==> config.mk <==
export PLATFORM = sky130hd
export DESIGN_NAME = lm_sm_sequencer
export DESIGN_NICKNAME = d
export VERILOG_FILES = /design/src/rtl/lm_sm_sequencer.sv
export SDC_FILE = /design/constraint.sdc
export NUM_CORES = 1
export LEC_CHECK = 0
export ABC_CLOCK_PERIOD_IN_PS = 2000
export BUFFER_PORTS_ARGS = -buffer_cell sky130_fd_sc_hd__buf_2
export CAP_MARGIN = 20
export CORE_UTILIZATION = 45
export DETAILED_ROUTE_END_ITERATION = 7
export PLACE_DENSITY_LB_ADDON = 0.2
export SETUP_SLACK_MARGIN = 0.5
export SLEW_MARGIN = 20
export SYNTH_ARGS = -nofsm -noshare
export SYNTH_HDL_FRONTEND = slang
export SYNTH_SLANG_ARGS = --single-unit
==> constraint.sdc <==
create_clock -name clk -period 2 [get_ports clk]
set_input_delay 0.4 -clock clk [delete_from_list [all_inputs] [get_ports clk]]
set_output_delay 0.4 -clock clk [all_outputs]
set_load 0.005 [all_outputs]
==> src/rtl/lm_sm_sequencer.sv <==
// lm_sm_sequencer
//    Decode-side micro-op sequencer for LM/SM (load/store multiple) instructions.
//    It takes the LM/SM word from the IF/ID register and expands its 8-bit register
//    mask into one micro-op per set bit, in ascending register order. Micro-op
//    addresses run base, base+1, ... in issue order. Fetch is held (pc_hold) until
//    the last micro-op issues.
//
// Ports
//    clk          rising-edge clock
//    rst_n        asynchronous active-low reset
//    ir_in        instruction word from the IF/ID register
//    ir_valid     ir_in holds a valid instruction this cycle
//    base_addr    RA value read for ir_in, sampled on start
//    id_stall     downstream stall, no micro-op may issue this cycle
//    flush        kill the current or starting sequence
//    busy         sequencer is in the ISSUE state
//    pc_hold      hold PC and IF/ID this cycle
//    uop_valid    a micro-op issues this cycle
//    uop_is_load  1 = LM load micro-op, 0 = SM store micro-op
//    uop_reg      register index of the micro-op
//    uop_addr     memory address of the micro-op (wraps modulo 2^ADDR_W)
//    uop_last     this micro-op is the final one of the sequence
module lm_sm_sequencer #(
   parameter int unsigned ADDR_W = 16,
   parameter logic [3:0]  LM_OP  = 4'b0110,
   parameter logic [3:0]  SM_OP  = 4'b0111
) (
   input  logic              clk,
   input  logic              rst_n,
   input  logic [15:0]       ir_in,
   input  logic              ir_valid,
   input  logic [ADDR_W-1:0] base_addr,
   input  logic              id_stall,
   input  logic              flush,
   output logic              busy,
   output logic              pc_hold,
   output logic              uop_valid,
   output logic              uop_is_load,
   output logic [2:0]        uop_reg,
   output logic [ADDR_W-1:0] uop_addr,
   output logic              uop_last
);

   typedef enum logic {
      IDLE  = 1'b0,
      ISSUE = 1'b1
   } state_t;

   state_t            state, state_nx;
   logic [7:0]        mask, mask_nx;
   logic [ADDR_W-1:0] base, base_nx;
   logic [2:0]        offset, offset_nx;
   logic              is_load, is_load_nx;

   logic [3:0]        op;
   logic              op_ok;
   logic              start;
   logic              issuing;
   logic              one_bit;
   logic [2:0]        low_idx;

   // RA field is consumed upstream (base_addr); it is not needed here.
   logic              ra_unused;
   assign ra_unused = ^ir_in[11:8];

   always_ff @(posedge clk or negedge rst_n) begin
      if (!rst_n) begin
         state   <= IDLE;
         mask    <= '0;
         base    <= '0;
         offset  <= '0;
         is_load <= 1'b0;
      end else begin
         state   <= state_nx;
         mask    <= mask_nx;
         base    <= base_nx;
         offset  <= offset_nx;
         is_load <= is_load_nx;
      end
   end

   always_comb begin
      state_nx   = state;
      mask_nx    = mask;
      base_nx    = base;
      offset_nx  = offset;
      is_load_nx = is_load;
      low_idx    = '0;

      op      = ir_in[15:12];
      op_ok   = (op == LM_OP) || (op == SM_OP);
      issuing = (state == ISSUE);
      // Gating with rst_n keeps pc_hold at 0 while reset is asserted even if a
      // valid LM/SM word sits on ir_in.
      start   = rst_n && (state == IDLE) && ir_valid && !flush && op_ok
                && (ir_in[7:0] != '0);

      // Priority scan from the top so the lowest set bit wins.
      for (int unsigned i = 8; i > 0; i--) begin
         if (mask[i-1]) low_idx = 3'(i - 1);
      end
      one_bit = (mask != '0) && ((mask & (mask - 8'd1)) == '0);

      uop_valid   = issuing && !id_stall && !flush;
      uop_last    = uop_valid && one_bit;
      uop_reg     = low_idx;
      uop_addr    = base + ADDR_W'(offset);
      uop_is_load = is_load;
      busy        = issuing;
      pc_hold     = !flush && (start || (issuing && !uop_last) || (issuing && id_stall));

      if (flush) begin
         state_nx = IDLE;
         mask_nx  = '0;
      end else if (start) begin
         state_nx   = ISSUE;
         mask_nx    = ir_in[7:0];
         base_nx    = base_addr;
         offset_nx  = '0;
         is_load_nx = (op == LM_OP);
      end else if (uop_valid) begin
         mask_nx   = mask & (mask - 8'd1);
         offset_nx = offset + 3'd1;
         if (uop_last) state_nx = IDLE;
      end
   end

endmodule

# After elaboration in Yosys (flattened, before gate mapping)
# Index checks and enable logic that the tools add are counted.
# Widths: inputs -> output; s select.
[word_totals] latchBits=0 in_bits=37 mem_count=0 mem_bits_rw=0 rom_bits=0 output_inout_bits=24 register_bits=29
[op_classes] reduce_logical=27 div_mod_pow=0 bitwise_logic=3 n_lt_le_gt_ge=0 mul=0 addsub=3 mux=17 shift=0 eq_ne=2
[op_table] operator="$mux 3" n=10
[op_table] operator="$mux 8" n=3
[op_table] operator="$add 16x3->16" n=1
[op_table] operator="$reduce_bool 8->1" n=2
[op_table] operator="$logic_and 1x1->1" n=12
[op_table] operator="$and 8x8->8" n=1
[op_table] operator="$eq 4x3->1 const B" n=2
[op_table] operator="$logic_not 8->1" n=1
[op_table] operator="$sub 8x1->8 const B" n=1
[op_table] operator="$reduce_and 2->1" n=3
[op_table] operator="$reduce_bool 3->1" n=2
[op_table] operator="$mux 1" n=4
[op_table] operator="$add 3x1->3 const B" n=1
[op_table] operator="$logic_not 1->1" n=3
[op_table] operator="$logic_or 1x1->1" n=3
[op_table] operator="$not 1->1" n=2
[op_table] operator="$reduce_bool 2->1" n=1

# Longest topological paths before layout
# Gate-level depths: netlist of the first run.
[logic_depth] word_depth=10 depth_mapped=7 depth_no_buf=7

# Worst setup path after synthesis of the first run
# No wires, ideal clock.
[synth_path] path_kind="register -> output" from="reg offset[0]" to="out uop_addr[8]" path_slack_ns=0.021 arrival_ns=1.579 path_buffers=0 path_stages_with_launch=8 cell_sequence="dfrtp_1 ha_1 inv_1 fa_1 nor2b_1 o211a_1 nand4_1 xnor2_1"
[synth_via] elab_chain_len=1
[synth_rtl] element="start: declaration" line_no="52" source="logic [2:0] offset, offset_nx;"
[synth_rtl] element="start signal: assignment" line_no="77" source="offset <= offset_nx;"
[synth_rtl] element="$add 16x3->16" line_no="107" source="uop_addr = base + ADDR_W'(offset);"
[synth_rtl] element="end: declaration" line_no="40" source="output logic [ADDR_W-1:0] uop_addr,"
# No other way between the ends.

# Worst setup path after layout of the first run
# Same ends and word-level chain as after synthesis.

==> results.sh, run 1 <==
export IMPL_status="finished, violations left"
export IMPL_violations="negative setup slack"
export IMPL_max_clock_path_buffers=2
export IMPL_drive_gt1_share_pct=67.0
export IMPL_firstDrtPassIters=4
export IMPL_grt_max_degree=30
export IMPL_worst_slew_pin_slew_ns=0.500
export IMPL_utilization_pct=86.8
export IMPL_fin_nets=317
export IMPL_total_power_mw=2.04
export IMPL_clk_pin_slew_ns=0.06
export IMPL_power_frac_comb_pct=35.6
export IMPL_rows=22
export IMPL_critPathCaptureType="primary output"
export IMPL_crit_path_start_kind="flip-flop"
export IMPL_globalRouteOverflowTotal=0
export IMPL_crit_arrival_ns=2.06
export IMPL_switchingPower_mw=0.620
export IMPL_fin_area_mm2=0.00320
export IMPL_pwr_share_clk_pct=26.6
export IMPL_finalHoldViolCount=0
export IMPL_track_usage_pct=31.1
export IMPL_power_per_cell_area_mw_per_mm2=636
export IMPL_min_path_type="in -> async"
export IMPL_antenna_found_initial=0
export IMPL_gp_congestion=0.823
export IMPL_min_period_over_period_pct=123
export IMPL_dpl_cell_area_mm2=0.00224
export IMPL_drt_iter0_markers=99
export IMPL_crit_family="adder cells"
export IMPL_drc=0
export IMPL_core_region_area_mm2=0.00369
export IMPL_grt_setup_unrepaired="yes"
export IMPL_totalWireLength_um=6530
export IMPL_path_class="reg -> out"
export IMPL_syn_cell_area_mm2=0.00173
export IMPL_synthCells=169
export IMPL_cap_violations=0
export IMPL_crit_path_top_delay_cell="dfrtp_1"
export IMPL_die_area_mm2=0.00410
export IMPL_ant_nets=0
export IMPL_cell_internal_pwr_mw=1.42
export IMPL_cts_root_buffer="clkbuf_8"
export IMPL_fmax_mhz=407
export IMPL_portBuffers=56
export IMPL_grt_pass1_vias=1917
export IMPL_boundaryPins=61
export IMPL_holdWs_ns=0.160
export IMPL_cts_buffers_inserted=5
export IMPL_cts_sinks=29
export IMPL_vias=1843
export IMPL_insertion_delay_ns=0.29
export IMPL_grt_pass1_wl_um=9330
export IMPL_fillers=184
export IMPL_fin_ws_ns=-0.458
export IMPL_cp_cell_sequence="ha_4 -> inv_2 -> fa_2 -> nor2b_4 -> o211a_4 -> nand4_1 -> xnor2_1 -> buf_2"
export IMPL_cts_htree_levels=2
export IMPL_synth_seq_cells=29
export IMPL_p_sw_share_pct=30.4
export IMPL_critPathMaxStageDelay_ns=0.41
export IMPL_drv_slew=0
export IMPL_wl_per_cell_um=20.1
export IMPL_die_w_um=64.0
export IMPL_seq_area_um2=733
export IMPL_fin_skew_ns=0.00370
export IMPL_seq_power_share_pct=37.8
export IMPL_synth_distinct_cells=44
export IMPL_min_period_ns=2.46
export IMPL_yosysWarnings=0
export IMPL_dp_hpwl_um=2850
export IMPL_syn_to_final_growth_pct=84.8
export IMPL_ir_worst_vdd_v=0.000702
export IMPL_cp_max_fo=5
export IMPL_cts_tree="done"
export IMPL_insertedDiodeCount=0
export IMPL_dp_cells=287
export IMPL_fin_cells=324
export IMPL_multi_input_area_mm2=0.00135
export IMPL_crit_buf_inv=2
export IMPL_ys_seq_area_share_pct=41.9
export IMPL_cellLeakagePower_nw=1.47
export IMPL_initial_core_util_pct=46.9
export IMPL_setup_viol_count_final=16
export IMPL_synth_nets=211
export IMPL_relSlewSlack_pct=66.4
export IMPL_via_per_inst=5.69
export IMPL_postSynthAreaPerCell_um2=10.2
export IMPL_critPathRequiredTime_ns=1.60
export IMPL_dieHeight_um=64.0
==> sequential cells by signal, indices dropped and copies added, names as in the netlist <==
signal,flops
busy,1
base,16
uop_is_load,1
mask,8
offset,3
==> worst register-to-register path, delay by kind of cell, from the launching register on <==
kind	cells	cell delay [ns]
DFF	1	0.38
AOI/OAI and AO/OA	1	0.21
and+or+nand+nor	1	0.19
muxes	1	0.32
buffers and inverters	5	0.58
==> area by class of cell <==
class	instances	share of cell area, %
clock buffer	7	3.01
clock inverter	1	0.156
inverter	11	1.29
multi-input combinational	123	42.3
sequential	29	22.9
tap	48	1.88
timing repair buffer	105	28.5
==> layout by cell type, fill, tap and decap left out, types with 4 or more instances in the layout <==
| master | instances |
|---|---|
| buf_4 | 21 |
| mux2_2 | 4 |
| buf_16 | 5 |
| inv_1 | 8 |
| clkbuf_8 | 7 |
| a21oi_1 | 5 |
| nand2_2 | 5 |
| dfrtp_1 | 23 |
| nand3_1 | 5 |
| nor2_4 | 4 |
| buf_2 | 52 |
| o21ai_1 | 4 |
| o41ai_4 | 5 |
| xnor2_1 | 9 |
| buf_12 | 5 |
| buf_6 | 20 |
| mux2_4 | 13 |
| dfrtp_2 | 6 |
| nand2_1 | 7 |
==> per-layer routing <==
layer	GRT usage, %	routed length, um	share of wire [%]
met3	6.07	398	6.1
met1	35.7	2410	37
met2	54.4	3310	51
met4	16.5	402	6.2
met5	0	0	0
==> stage by stage <==
step                      setup slack, ns  setup TNS (ns)
after floorplan                    0.0496               0
after global placement             -0.198          -0.865
after detailed placement           -0.220           -1.01
after CTS                          -0.396           -3.85
after global routing               -0.535           -6.07
final                              -0.458           -4.75
==> cell families (layout without fill, tap and decap cells) <==
| logic type | Yosys count | count (layout) | share of synthesized area (%) |
|---|---|---|---|
| compound gates | 31 | 31 | 12.1 |
| xor+xnor | 15 | 15 | 7.59 |
| fa+ha+maj | 5 | 5 | 4.05 |
| buf+inv | 17 | 124 | 4.41 |
| flops | 29 | 29 | 41.9 |
| mux | 18 | 18 | 11.6 |
| simple gates | 54 | 54 | 18.3 |
==> power by group through the flow <==
stage	combinational, mW	clock (mW)	sequential (mW)
after detailed placement	0.462	0	0.761
final	0.725	0.542	0.769
after CTS	0.623	0.544	0.760
after floorplan	0.246	0	0.746
after global placement	0.457	0	0.756
after global routing	0.775	0.580	0.781
==> worst paths after layout <==
path                            cells after the start             startpoint                    to  slack [ns]
max in group asynchronous                           2                  rst_n   mask[0]$_DFFE_PN0P_        1.54
min in group clk                                    3               ir_in[0]   mask[0]$_DFFE_PN0P_        0.34
worst min register to register                      1   base[15]$_DFFE_PN0P_  base[15]$_DFFE_PN0P_        0.55
worst max register to register                      8       busy$_DFFE_PN0P_   base[9]$_DFFE_PN0P_        0.20
worst min-delay path                                2                  rst_n   base[9]$_DFFE_PN0P_        0.16
worst max-delay path                                8  offset[0]$_DFFE_PN0P_           uop_addr[8]       -0.46
==> repair_timing <==
item | 4_1_cts | 5_1_grt
resized for setup | 79 | 40
hold buffers | 0 | 0
buffers inserted | 23 | 1
pin swaps | 22 | 11
cloned | 5 | 0
setup endpoints to repair | 46 | 50
==> cells in the mapped netlist, drive strengths merged <==
library cell / n / area [um2]
a211oi: 2 / 15.0
nor2: 7 / 26.3
dfrtp: 29 / 726
nor3: 4 / 20.0
a21boi: 1 / 7.51
and4: 1 / 8.76
o31ai: 1 / 7.51
xor2: 3 / 26.3
xnor2: 12 / 105
nand4bb: 1 / 11.3
nor4: 3 / 33.8
and3: 2 / 12.5
o31a: 1 / 8.76
nand4: 3 / 18.8
a21o: 1 / 7.51
nor4b: 1 / 8.76
or2: 1 / 6.26
nand3b: 2 / 15.0
mux2i: 1 / 10.0
nor2b: 2 / 12.5
mux2: 17 / 191
o21a: 1 / 7.51
o32a: 2 / 20.0
ha: 4 / 50.1
buf: 5 / 31.3
nor4bb: 1 / 10.0
o21ai: 7 / 35.0
nand3: 7 / 35.0
or2b: 1 / 7.51
fa: 1 / 20.0
o21bai: 1 / 7.51
clkbuf: 1 / 3.75
inv: 11 / 41.3
o211a: 1 / 10.0
and2: 1 / 7.51
nand2: 12 / 45.0
nand2b: 3 / 18.8
or3: 1 / 6.26
nor3b: 1 / 12.5
o41ai: 5 / 43.8
a21oi: 8 / 40.0
Note: power is estimated with default switching activity, not from simulation.
==> inputs of run 2 (changes only) <==
--- a/config.mk
+++ b/config.mk
@@ -10,7 +10,7 @@
 export CAP_MARGIN = 20
 export CORE_UTILIZATION = 45
 export DETAILED_ROUTE_END_ITERATION = 7
-export PLACE_DENSITY_LB_ADDON = 0.2
+export PLACE_DENSITY = 0.73
 export SETUP_SLACK_MARGIN = 0.5
 export SLEW_MARGIN = 20
 export SYNTH_ARGS = -nofsm -noshare
==> results.sh, run 2 (synthesized netlist as in run 1, its figures left out) <==
export IMPL_cts_tree="done"
export IMPL_cp_cell_sequence="ha_4 -> inv_2 -> fa_2 -> nor2b_4 -> o211a_4 -> nand4_1 -> xnor2_1 -> buf_2"
export IMPL_drt_iter0_markers=131
export IMPL_min_path_type="in -> async"
export IMPL_crit_buf_inv=2
export IMPL_finalHoldViolCount=0
export IMPL_drive_gt1_share_pct=66.8
export IMPL_drv_slew=0
export IMPL_totalWireLength_um=7260
export IMPL_total_power_mw=1.95
export IMPL_cp_max_fo=5
export IMPL_largest_reg_flops=16
export IMPL_worst_slew_pin_slew_ns=0.439
export IMPL_power_frac_comb_pct=34.3
export IMPL_path_class="reg -> out"
export IMPL_ir_worst_vdd_v=0.000491
export IMPL_final_common_cell="buf_2"
export IMPL_fillers=193
export IMPL_critPathRequiredTime_ns=1.60
export IMPL_crit_path_start_kind="flip-flop"
export IMPL_min_period_ns=2.59
export IMPL_timing_rr_start="busy$_DFFE_PN0P_"
export IMPL_min_period_over_period_pct=130
export IMPL_portBuffers=56
export IMPL_multi_input_area_mm2=0.00133
export IMPL_final_cell_mix="buf_2, dfrtp_1, buf_4, buf_6, mux2_4"
export IMPL_r2r_end="base[3]$_DFFE_PN0P_"
export IMPL_seq_power_share_pct=39.7
export IMPL_relSlewSlack_pct=70.6
export IMPL_crit_family="adder cells"
export IMPL_drc=0
export IMPL_cts_buffers_inserted=5
export IMPL_cts_root_buffer="clkbuf_8"
export IMPL_switchingPower_mw=0.615
export IMPL_regMostFlops="base"
export IMPL_vias=1968
export IMPL_largestRegisters="base: 16 flops, mask: 8 flops, offset: 3 flops"
export IMPL_boundaryPins=61
export IMPL_setup_viol_count_final=17
export IMPL_cap_violations=0
export IMPL_seq_area_um2=732
export IMPL_fmax_mhz=386
export IMPL_insertedDiodeCount=0
export IMPL_pwr_share_clk_pct=26.0
export IMPL_core_region_area_mm2=0.00369
export IMPL_firstDrtPassIters=4
export IMPL_track_usage_pct=30.5
export IMPL_crit_arrival_ns=2.19
export IMPL_globalRouteOverflowTotal=0
export IMPL_status="finished, violations left"
export IMPL_syn_to_final_growth_pct=80.6
export IMPL_grt_pass1_vias=1806
export IMPL_insertion_delay_ns=0.29
export IMPL_fin_skew_ns=0.00764
export IMPL_critPathMaxStageDelay_ns=0.42
export IMPL_grt_max_degree=30
export IMPL_fin_cells=322
export IMPL_grt_setup_unrepaired="yes"
export IMPL_critPathCaptureType="primary output"
export IMPL_cellLeakagePower_nw=1.45
export IMPL_cts_sinks=29
export IMPL_cts_htree_levels=2
export IMPL_crit_path_top_delay_cell="dfrtp_1"
export IMPL_die_area_mm2=0.00410
export IMPL_antenna_found_initial=0
export IMPL_gp_congestion=0.824
export IMPL_pre_cts_ws_ns=-0.198
export IMPL_dp_hpwl_um=2940
export IMPL_clk_pin_slew_ns=0.07
export IMPL_wl_per_cell_um=22.6
export IMPL_p_sw_share_pct=31.6
export IMPL_ant_nets=0
export IMPL_rows=22
export IMPL_r2r_setup_slack_ns=0.13
export IMPL_grt_pass1_wl_um=9200
export IMPL_r2r_cells=8
export IMPL_violations="negative setup slack"
export IMPL_die_w_um=64.0
export IMPL_fin_ws_ns=-0.591
export IMPL_fin_nets=316
export IMPL_dieHeight_um=64.0
export IMPL_via_per_inst=6.11
export IMPL_power_per_cell_area_mw_per_mm2=622
export IMPL_dp_cells=282
export IMPL_max_clock_path_buffers=2
export IMPL_cell_internal_pwr_mw=1.33
export IMPL_initial_core_util_pct=46.9
## run 2: cell count changes in the layout (fill, tap and decap cells not counted), moves of 2 or more
| cell | before | now |
|---|---|---|
| buf_4 | 21 | 24 |
| buf_6 | 20 | 17 |
| mux2_2 | 4 | 1 |
| mux2_4 | 13 | 16 |
| o41ai_2 | 0 | 3 |
| o41ai_4 | 5 | 2 |
| xnor2_1 | 9 | 11 |
| xnor2_2 | 3 | 1 |
## run 2: layout make-up
type | count | area share, %
Timing Repair Buffer | 104 | 28.0
Sequential cell | 29 | 23.4
Inverter | 11 | 1.32
Multi-Input combinational cell | 123 | 42.6
Tap cell | 48 | 1.92
Clock buffer | 7 | 2.76
## run 2: routing by layer
layer	vias up	share of wire, %	GRT usage, %
met5	-	0	0
met4	0	4.7	16.5
met3	41	8.0	7.86
met2	142	49	47.9
met1	963	39	38.1
li1	822	-	-
## run 2: power groups by stage
stage	Combinational, mW	Sequential, mW	Clock [mW]
detailed placement	0.472	0.760	0
finish	0.667	0.773	0.506
global placement	0.458	0.756	0
CTS	0.565	0.756	0.494
floorplan	0.246	0.746	0
global route	0.709	0.782	0.532
## run 2: worst max path at each step
stage	start	endpoint	depth (start not counted)
final	base[0]$_DFFE_PN0P_	uop_addr[8]	8
after global routing	base[0]$_DFFE_PN0P_	uop_addr[8]	8
after CTS	base[0]$_DFFE_PN0P_	uop_addr[8]	8
after detailed placement	ir_in[4]	pc_hold	6
after global placement	ir_in[4]	pc_hold	6
after floorplan	offset[0]$_DFFE_PN0P_	uop_addr[8]	7
## run 2: repair_timing
action / CTS / global route
pin swaps: 11 / 10
resized for setup: 58 / 57
cloned: 4 / 1
hold buffers: 0 / 0
endpoints found under the setup margin: 49 / 49
setup buffers: 15 / 13
## run 2: through the flow
stage | hold WS (ns) | TNS [ns] | utilization [%] | instance area, um2
after floorplan | 0.104 | 0 | - | 1780
after detailed placement | 0.471 | -1.00 | 59.7 | 2200
after global routing | 0.220 | -7.14 | 84.8 | 3130
after global placement | 0.481 | -0.680 | 59.7 | 2200
final | 0.176 | -6.26 | 84.8 | 3130
after CTS | 0.172 | -4.21 | 75.0 | 2770
